**src/rtl/control_sequencer_pkg.sv**
```systemverilog
// Shared constants for the CPU control sequencer: opcodes, FSM states,
// branch condition codes and ALU flag bit positions.
package control_sequencer_pkg;

  localparam logic [3:0] OP_JMP   = 4'h4;
  localparam logic [3:0] OP_ADDI  = 4'h5;
  localparam logic [3:0] OP_LOAD  = 4'h6;
  localparam logic [3:0] OP_STORE = 4'h7;
  localparam logic [3:0] OP_BCOND = 4'hC;
  localparam logic [3:0] OP_WAIT  = 4'hF;

  typedef enum logic [3:0] {
    S_FETCH  = 4'd0,
    S_DECODE = 4'd1,
    S_EXEC   = 4'd2,
    S_JUMP   = 4'd3,
    S_LOAD1  = 4'd4,
    S_LOAD2  = 4'd5,
    S_STORE  = 4'd6,
    S_WAIT   = 4'd7,
    S_BRANCH = 4'd8
  } state_e;

  localparam logic [3:0] CC_EQ = 4'd0;
  localparam logic [3:0] CC_NE = 4'd1;
  localparam logic [3:0] CC_CS = 4'd2;
  localparam logic [3:0] CC_CC = 4'd3;
  localparam logic [3:0] CC_MI = 4'd4;
  localparam logic [3:0] CC_PL = 4'd5;
  localparam logic [3:0] CC_LO = 4'd6;
  localparam logic [3:0] CC_HS = 4'd7;
  localparam logic [3:0] CC_AL = 4'd14;

  // alu_flags / saved_flags = {N,Z,F,L,C}
  localparam int FLAG_C = 0;
  localparam int FLAG_L = 1;
  localparam int FLAG_F = 2;
  localparam int FLAG_Z = 3;
  localparam int FLAG_N = 4;

endpackage

```
**src/rtl/control_sequencer_wait_timer.sv**
```systemverilog
// Millisecond timer: prescaler divides clk by CLK_PER_MS, ms counts ticks
// and saturates at all-ones. clear has priority over enable.
module control_sequencer_wait_timer #(
  parameter int CLK_PER_MS = 166667,
  parameter int WAIT_WIDTH = 12
) (
  input  logic                  clk,
  input  logic                  reset,
  input  logic                  enable,
  input  logic                  clear,
  output logic [WAIT_WIDTH-1:0] ms
);

  localparam int PW = (CLK_PER_MS > 1) ? $clog2(CLK_PER_MS) : 1;
  localparam logic [PW-1:0] PRE_LAST = PW'(CLK_PER_MS - 1);

  logic [PW-1:0] pre;

  always_ff @(posedge clk or negedge reset) begin
    if (!reset) begin
      pre <= '0;
      ms  <= '0;
    end else if (clear) begin
      pre <= '0;
      ms  <= '0;
    end else if (enable) begin
      if (pre == PRE_LAST) begin
        pre <= '0;
        if (ms != '1) ms <= ms + WAIT_WIDTH'(1);
      end else begin
        pre <= pre + PW'(1);
      end
    end
  end

endmodule

```
**src/rtl/control_sequencer.sv**
```systemverilog
// Multi-cycle instruction sequencer for the 16-bit CPU datapath: owns PC,
// IR and saved flags, drives all datapath strobes as Moore decodes of state.
module control_sequencer
  import control_sequencer_pkg::*;
#(
  parameter int                  PC_WIDTH     = 15,
  parameter int                  INSTR_WIDTH  = 16,
  parameter logic [PC_WIDTH-1:0] PC_RESET     = {PC_WIDTH{1'b1}},
  parameter bit                  PC_STEP_DOWN = 1'b1,
  parameter int                  CLK_PER_MS   = 166667,
  parameter int                  WAIT_WIDTH   = 12
) (
  input  logic                   clk,
  input  logic                   reset,
  input  logic [INSTR_WIDTH-1:0] instr,
  input  logic                   mem_ready,
  input  logic [INSTR_WIDTH-1:0] alu_c,
  input  logic [4:0]             alu_flags,
  output logic [PC_WIDTH-1:0]    pc,
  output logic                   addr_sel,
  output logic                   mem_we,
  output logic                   reg_we,
  output logic                   wb_sel,
  output logic                   alu_ovr,
  output logic [INSTR_WIDTH-1:0] alu_ovr_op,
  output logic [INSTR_WIDTH-1:0] ir,
  output logic [4:0]             saved_flags,
  output logic                   waiting
);

  state_e                state, state_nxt;
  logic [PC_WIDTH-1:0]   pc_seq, pc_br;
  logic [WAIT_WIDTH-1:0] ms;
  logic                  wait_done, br_taken;
  logic                  unused_alu_c;

  assign unused_alu_c = &{1'b0, alu_c[INSTR_WIDTH-1:PC_WIDTH]};

  assign pc_seq     = PC_STEP_DOWN ? pc - PC_WIDTH'(1) : pc + PC_WIDTH'(1);
  assign pc_br      = pc + {{(PC_WIDTH-8){ir[7]}}, ir[7:0]};
  assign wait_done  = (ms == ir[WAIT_WIDTH-1:0]);
  assign alu_ovr_op = {OP_ADDI, ir[11:8], {(INSTR_WIDTH-8){1'b0}}};

  control_sequencer_wait_timer #(
    .CLK_PER_MS(CLK_PER_MS),
    .WAIT_WIDTH(WAIT_WIDTH)
  ) u_timer (
    .clk   (clk),
    .reset (reset),
    .enable(state == S_WAIT),
    .clear (state == S_WAIT && wait_done),
    .ms    (ms)
  );

  always_comb begin
    br_taken = 1'b0;
    case (ir[11:8])
      CC_EQ:   br_taken =  saved_flags[FLAG_Z];
      CC_NE:   br_taken = !saved_flags[FLAG_Z];
      CC_CS:   br_taken =  saved_flags[FLAG_C];
      CC_CC:   br_taken = !saved_flags[FLAG_C];
      CC_MI:   br_taken =  saved_flags[FLAG_N];
      CC_PL:   br_taken = !saved_flags[FLAG_N];
      CC_LO:   br_taken =  saved_flags[FLAG_L];
      CC_HS:   br_taken = !saved_flags[FLAG_L];
      CC_AL:   br_taken = 1'b1;
      default: br_taken = 1'b0;
    endcase
  end

  always_ff @(posedge clk or negedge reset) begin
    if (!reset) state <= S_FETCH;
    else        state <= state_nxt;
  end

  always_comb begin
    state_nxt = state;
    addr_sel  = 1'b0;
    mem_we    = 1'b0;
    reg_we    = 1'b0;
    wb_sel    = 1'b1;
    alu_ovr   = 1'b0;
    waiting   = 1'b0;
    case (state)
      S_FETCH:  if (mem_ready) state_nxt = S_DECODE;
      S_DECODE: begin
        case (instr[INSTR_WIDTH-1 -: 4])
          OP_JMP:   state_nxt = S_JUMP;
          OP_LOAD:  state_nxt = S_LOAD1;
          OP_STORE: state_nxt = S_STORE;
          OP_WAIT:  state_nxt = S_WAIT;
          OP_BCOND: state_nxt = S_BRANCH;
          default:  state_nxt = S_EXEC;
        endcase
      end
      S_EXEC: begin
        reg_we    = 1'b1;
        state_nxt = S_FETCH;
      end
      S_JUMP: begin
        alu_ovr   = 1'b1;
        state_nxt = S_FETCH;
      end
      S_LOAD1: begin
        addr_sel = 1'b1;
        if (mem_ready) state_nxt = S_LOAD2;
      end
      S_LOAD2: begin
        addr_sel  = 1'b1;
        wb_sel    = 1'b0;
        reg_we    = 1'b1;
        state_nxt = S_FETCH;
      end
      S_STORE: begin
        addr_sel = 1'b1;
        alu_ovr  = 1'b1;
        mem_we   = 1'b1;
        if (mem_ready) state_nxt = S_FETCH;
      end
      S_WAIT: begin
        if (wait_done) state_nxt = S_FETCH;
        else           waiting   = 1'b1;
      end
      S_BRANCH: state_nxt = S_FETCH;
      default:  state_nxt = S_FETCH;
    endcase
  end

  // PC, IR and flags only move in the state that owns the update.
  always_ff @(posedge clk or negedge reset) begin
    if (!reset) begin
      pc          <= PC_RESET;
      ir          <= '0;
      saved_flags <= '0;
    end else begin
      case (state)
        S_DECODE: ir <= instr;
        S_EXEC: begin
          saved_flags <= alu_flags;
          pc          <= pc_seq;
        end
        S_JUMP:   pc <= alu_c[PC_WIDTH-1:0];
        S_LOAD2:  pc <= pc_seq;
        S_STORE:  if (mem_ready) pc <= pc_seq;
        S_WAIT:   if (wait_done) pc <= pc_seq;
        S_BRANCH: pc <= br_taken ? pc_br : pc_seq;
        default:  ;
      endcase
    end
  end

endmodule

```
**config.mk**
```make
export PLATFORM = sky130hd
export DESIGN_NAME = control_sequencer
export DESIGN_NICKNAME = d
export VERILOG_FILES = /design/src/rtl/control_sequencer_pkg.sv /design/src/rtl/control_sequencer_wait_timer.sv /design/src/rtl/control_sequencer.sv
export SDC_FILE = /design/constraint.sdc
export NUM_CORES = 1
export LEC_CHECK = 0
export CORE_MARGIN = 1.5
export CORE_UTILIZATION = 35
export DETAILED_ROUTE_END_ITERATION = 8
export PLACE_DENSITY = 0.61
export SYNTH_ARGS = -nofsm -noshare
export SYNTH_HDL_FRONTEND = slang
export SYNTH_SLANG_ARGS = --single-unit
```
**constraint.sdc**
```tcl
create_clock -name clk -period 4.65 [get_ports clk]
set_input_delay 0.465 -clock clk [delete_from_list [all_inputs] [get_ports clk]]
set_output_delay 0.465 -clock clk [all_outputs]
set_load 0.1 [all_outputs]
```
==> results.json, run 1 <==
{
  "status": "finished clean",
  "skew_ps": 10.6,
  "initial_core_util_pct": 35.9,
  "dieArea_um2": 14300,
  "ys_ff_latch": 70,
  "maxCapViolations": 0,
  "grt_max_degree": 39,
  "hpwl_um": 9310,
  "routed_wl_um": 12600,
  "synth.cell_area_um2": 4750,
  "numCtsBuffers": 9,
  "wl_per_cell_um": 15.9,
  "required_ps": 4180,
  "worst-r2r-cell-count": 7,
  "die_h_um": 120,
  "yosys.cell_types.count": 60,
  "layout-drive-gt1-share_pct": 10.1,
  "ctsLongestPathBuffers": 2,
  "nNetsFinal": 672,
  "worstPathMaxFanout": 11,
  "vias": 4238,
  "synth_edf_count": 0,
  "hold_viol": 0,
  "async_flop_share_pct": 100,
  "num_antenna_cells": 0,
  "drtIter0Drc": 260,
  "cts_root_buf": "clkbuf_16",
  "regArea_um2": 1770,
  "num_rows": 42,
  "ios": 98,
  "multi_input_area_um2": 2770,
  "ys_seq_area_share_pct": 37.2,
  "synth_ff_type": "dfrtp_1",
  "core_region_area_um2": 13200,
  "cp.arrival_ps": 3020,
  "cts.sinks": 70,
  "fmax_ghz": 0.287,
  "max_slew_margin_pct": 20.8,
  "worst_pin_slew_ps": 1180,
  "routabilityCongestion": 0.847,
  "hp-class": "in -> async",
  "fill_cells": 1307,
  "cts_resized": 0,
  "synth_cells": 539,
  "areaGrowthSynthToFinish_pct": 25.4,
  "clkLatencyLatePin_ps": 340,
  "critPathKind": "reg -> out",
  "firstDrtPassIters": 5,
  "final-max-slew-violation-count": 0,
  "overflow": 0,
  "tns_ps": 0,
  "drcViolationCount": 0,
  "post_cts_buffers": 0,
  "ys_warn_count": 0,
  "holdBufCountCts": 0,
  "final-setup-viol-count": 0,
  "antenna_found_initial": 0,
  "start_kind": "flip-flop",
  "clkTransAtPathRegs_ps": 50,
  "fin_crit_ps": 3490,
  "portBuffers": 84,
  "rsz0062_at_grt": "no",
  "final.period_utilization_pct": 75.0,
  "track_usage_pct": 18.5,
  "via_per_inst": 5.35,
  "synth.avg_cell_area_um2": 8.82,
  "die_width_um": 120,
  "ant_nets": 0,
  "grt_pass1_wl_um": 21000,
  "tritoncts": "built",
  "ctsHtreeMaxLevel": 3,
  "grt_pass1_vias": 4159,
  "endpoint_kind": "primary output"
}
-- registers in the layout, summed over array words and instances, names as in the netlist --
register,flops
u_timer.pre,18
ir,16
pc,15
u_timer.ms,12
saved_flags,5
state,4
-- placed cells by master, fill, tap and decap left out, types with 20 or more instances in the layout --
cell type,netlist,routed
nand2_1,51,51
mux2_2,20,20
nor2_1,58,58
xor2_1,32,32
clkdlybuf4s50_1,0,83
o21ai_0,38,38
a21oi_1,26,26
dfrtp_1,55,55
xnor2_1,21,21
-- worst paths after layout --
check                                         from                     endpoint  slack, ps
worst max-delay path             ir[7]$_DFFE_PN0P_                      waiting       1160
worst min-delay path                         reset  u_timer.pre[12]$_DFFE_PN0P_        200
worst max register to register  ir[10]$_DFFE_PN0P_            pc[7]$_DFFE_PN1P_       1790
worst min register to register  ir[12]$_DFFE_PN0P_           ir[12]$_DFFE_PN0P_        510
max in group asynchronous                    reset           pc[14]$_DFFE_PN1P_       3450
min in group clk                ir[12]$_DFFE_PN0P_           ir[12]$_DFFE_PN0P_        510
-- cell type report --
class | instances | share of cell area, %
multi-input cells | 427 | 46.4
flip-flops and latches | 70 | 29.7
repair buffers | 89 | 14.6
clock buffers | 12 | 3.96
well taps | 176 | 3.69
inverters | 16 | 1.01
clock inverters | 2 | 0.587
-- routing by layer --
metal	GRT usage [%]	wire, µm	vias to the layer above
met4	6.47	193	0
li1	-	-	2048
met2	28.7	5720	139
met3	3.61	722	18
met1	25.9	6000	2033
met5	0	0	-
-- synthesized netlist by cell type (3+ instances only) --
cell type	number	area [µm²]
a21oi_1	26	130
o31ai_1	7	52.6
or2_2	3	18.8
nand3b_1	4	30.0
nor2b_1	7	43.8
or4_1	5	37.5
buf_2	7	35.0
xor2_1	32	280
nor3_1	16	80.1
or3_1	4	25.0
nand2_1	51	191
nand3_1	18	90.1
mux2_2	20	225
a31oi_1	4	25.0
o21ai_0	38	190
ha_1	18	225
xnor2_1	21	184
o31a_1	3	26.3
nand2b_1	5	31.3
a22oi_1	4	30.0
buf_4	16	120
a22o_1	3	26.3
dfrtp_1	55	1380
nand4_1	7	43.8
clkbuf_1	13	48.8
a221oi_1	6	52.6
o21a_1	4	30.0
nor2_1	58	218
inv_1	16	60.1
dfstp_2	15	394
nor4_1	9	56.3
a21o_1	3	22.5
mux2i_1	4	40.0
and3_1	4	25.0
-- worst max-delay path, cell delays in order, from the launching register on --
cell and delay (ps):
dfrtp_1 560, xor2_1 230, nor4_1 260, nand3_1 350
nand2_1 240, inv_1 70, clkdlybuf4s50_1 970
-- cells by family after synthesis --
group           share of synthesized area [%]
flops                                    37.2
compound gates                           15.4
fa+ha+maj                                5.16
other cells                             0.158
simple gates                             21.2
xor+xnor                                 9.76
mux                                      5.58
buf+inv                                  5.55
-- stage by stage --
| stage | hold slack, ps | setup WS [ps] | cell area, µm² | utilization, % | std cells |
|---|---|---|---|---|---|
| floorplan | 169 | 1450 | 4790 | - | 549 |
| global placement | 492 | 1480 | 5690 | 43.0 | 778 |
| detailed placement | 498 | 1490 | 5690 | 43.0 | 778 |
| CTS | 220 | 1090 | 5960 | 45.0 | 792 |
| global route | 254 | 971 | 5960 | 45.0 | 792 |
| finish | 197 | 1160 | 5960 | 45.0 | 792 |
Power of run 1 is left out: the tool's default activity adds up to more than one toggle a clock period on the data nets, which glitch-free logic cannot reach.
==> run 2: changes to the inputs <==
==> constraint.sdc (replaced) <==
create_clock -name clk -period 3.29 [get_ports clk]
set_input_delay 0.329 -clock clk [delete_from_list [all_inputs] [get_ports clk]]
set_output_delay 0.329 -clock clk [all_outputs]
set_load 0.1 [all_outputs]
==> results.json, run 2 (synthesis results as in run 1) <==
{
  "status": "finished clean",
  "crit_family": "simple AND/OR/NAND/NOR gates",
  "cts_resized": 0,
  "start_kind": "flip-flop",
  "grt_max_degree": 38,
  "portBuffers": 84,
  "num_antenna_cells": 0,
  "maxCapViolations": 0,
  "ios": 98,
  "fin_crit_ps": 2680,
  "routabilityCongestion": 0.878,
  "grt_pass1_wl_um": 20800,
  "cts_root_buf": "clkbuf_16",
  "wl_per_cell_um": 15.8,
  "mostFrequentLayoutCells": "60 x clkdlybuf4s50_1, 58 x nor2_1, 55 x dfrtp_1",
  "clkLatencyLatePin_ps": 350,
  "die_h_um": 120,
  "worst-r2r-cell-count": 9,
  "path_common_cell": "buf_4",
  "drcViolationCount": 0,
  "cp.arrival_ps": 2350,
  "layout-drive-gt1-share_pct": 15.9,
  "reg2reg_to": "pc[14]$_DFFE_PN1P_",
  "numCtsBuffers": 9,
  "initial_core_util_pct": 35.9,
  "cts.sinks": 70,
  "antenna_found_initial": 0,
  "track_usage_pct": 18.4,
  "drtIter0Drc": 192,
  "final.period_utilization_pct": 81.5,
  "critical-path-max-stage-delay_ps": 560,
  "post_cts_buffers": 0,
  "ctsHtreeMaxLevel": 3,
  "max_slew_margin_pct": 33.7,
  "grt_pass1_vias": 4090,
  "r2r_start": "ir[0]$_DFFE_PN0P_",
  "tritoncts": "built",
  "ant_nets": 0,
  "rsz0062_at_grt": "no",
  "overflow": 0,
  "ctsLongestPathBuffers": 2,
  "largest_registers": "u_timer.pre (18), ir (16), pc (15)",
  "final_common_cell": "clkdlybuf4s50_1",
  "clkTransAtPathRegs_ps": 60,
  "largest_register": "u_timer.pre",
  "areaGrowthSynthToFinish_pct": 27.4,
  "worstPathMaxFanout": 11,
  "hpwl_um": 9460,
  "critPathBufInv": 3,
  "fill_cells": 1340,
  "final-setup-viol-count": 0,
  "crit_chain": "xor2_1 > nor4_1 > nand3_1 > buf_4 > nand2_1 > inv_1 > buf_4",
  "vias": 4205,
  "holdBufCountCts": 0,
  "worst_pin_slew_ps": 991,
  "dieArea_um2": 14300,
  "final-max-slew-violation-count": 0,
  "tns_ps": 0,
  "critPathKind": "reg -> out",
  "routed_wl_um": 12700,
  "crit_slowest_cell": "dfrtp_1",
  "hp-class": "in -> async",
  "hold_viol": 0,
  "firstDrtPassIters": 4,
  "rrSetupSlack_ps": 630,
  "die_width_um": 120,
  "hold_ws_ps": 111,
  "core_region_area_um2": 13200,
  "largest_reg_flops": 18,
  "fmax_ghz": 0.373,
  "via_per_inst": 5.23,
  "required_ps": 2960,
  "skew_ps": 9.49,
  "num_rows": 42,
  "endpoint_kind": "primary output",
  "nNetsFinal": 682
}
==> run 2: cell count changes in the layout (fill, tap and decap cells not counted) <==
cell,previous run,this run
buf_4,5,38
bufinv_16,1,3
clkbuf_1,3,0
clkbuf_8,0,1
clkdlybuf4s50_1,83,60
clkinv_2,1,2
clkinv_4,0,1
==> run 2: worst max path at each step <==
stage / startpoint / to / slack, ps / cells after the start
floorplan: state[2]$_DFFE_PN0P_ / alu_ovr / 230 / 3
global placement: ir[0]$_DFFE_PN0P_ / pc[14]$_DFFE_PN1P_ / 660 / 9
detailed placement: ir[0]$_DFFE_PN0P_ / pc[14]$_DFFE_PN1P_ / 660 / 9
CTS: ir[7]$_DFFE_PN0P_ / waiting / 580 / 7
global route: ir[0]$_DFFE_PN0P_ / pc[14]$_DFFE_PN1P_ / 410 / 9
finish: ir[7]$_DFFE_PN0P_ / waiting / 610 / 7
==> run 2: final cells by class <==
type / instances / area [µm²] / share of cell area (%)
Clock buffer: 10 / 239 / 3.94
Clock inverter: 6 / 109 / 1.80
Inverter: 16 / 60.1 / 0.991
Multi-Input combinational cell: 427 / 2770 / 45.7
Sequential cell: 70 / 1770 / 29.2
Tap cell: 176 / 220 / 3.63
Timing Repair Buffer: 99 / 891 / 14.7
==> run 2: stage by stage <==
step,worst slack (ps),instances,utilization (%),area (µm²)
after floorplan,230,549,-,4790
after global placement,659,788,43.1,5710
after detailed placement,664,788,43.1,5710
after CTS,579,804,45.7,6060
after global routing,410,804,45.7,6060
final,609,804,45.7,6060
==> run 2: layer usage <==
| layer | GRT usage [%] | wire length [µm] | share of wire [%] |
|---|---|---|---|
| met1 | 24.8 | 6080 | 48 |
| met5 | 0 | 0 | 0 |
| met2 | 29.3 | 5760 | 45 |
| met4 | 5.21 | 189 | 1.5 |
| met3 | 4.66 | 702 | 5.5 |
Power of run 2 is left out for the same reason.
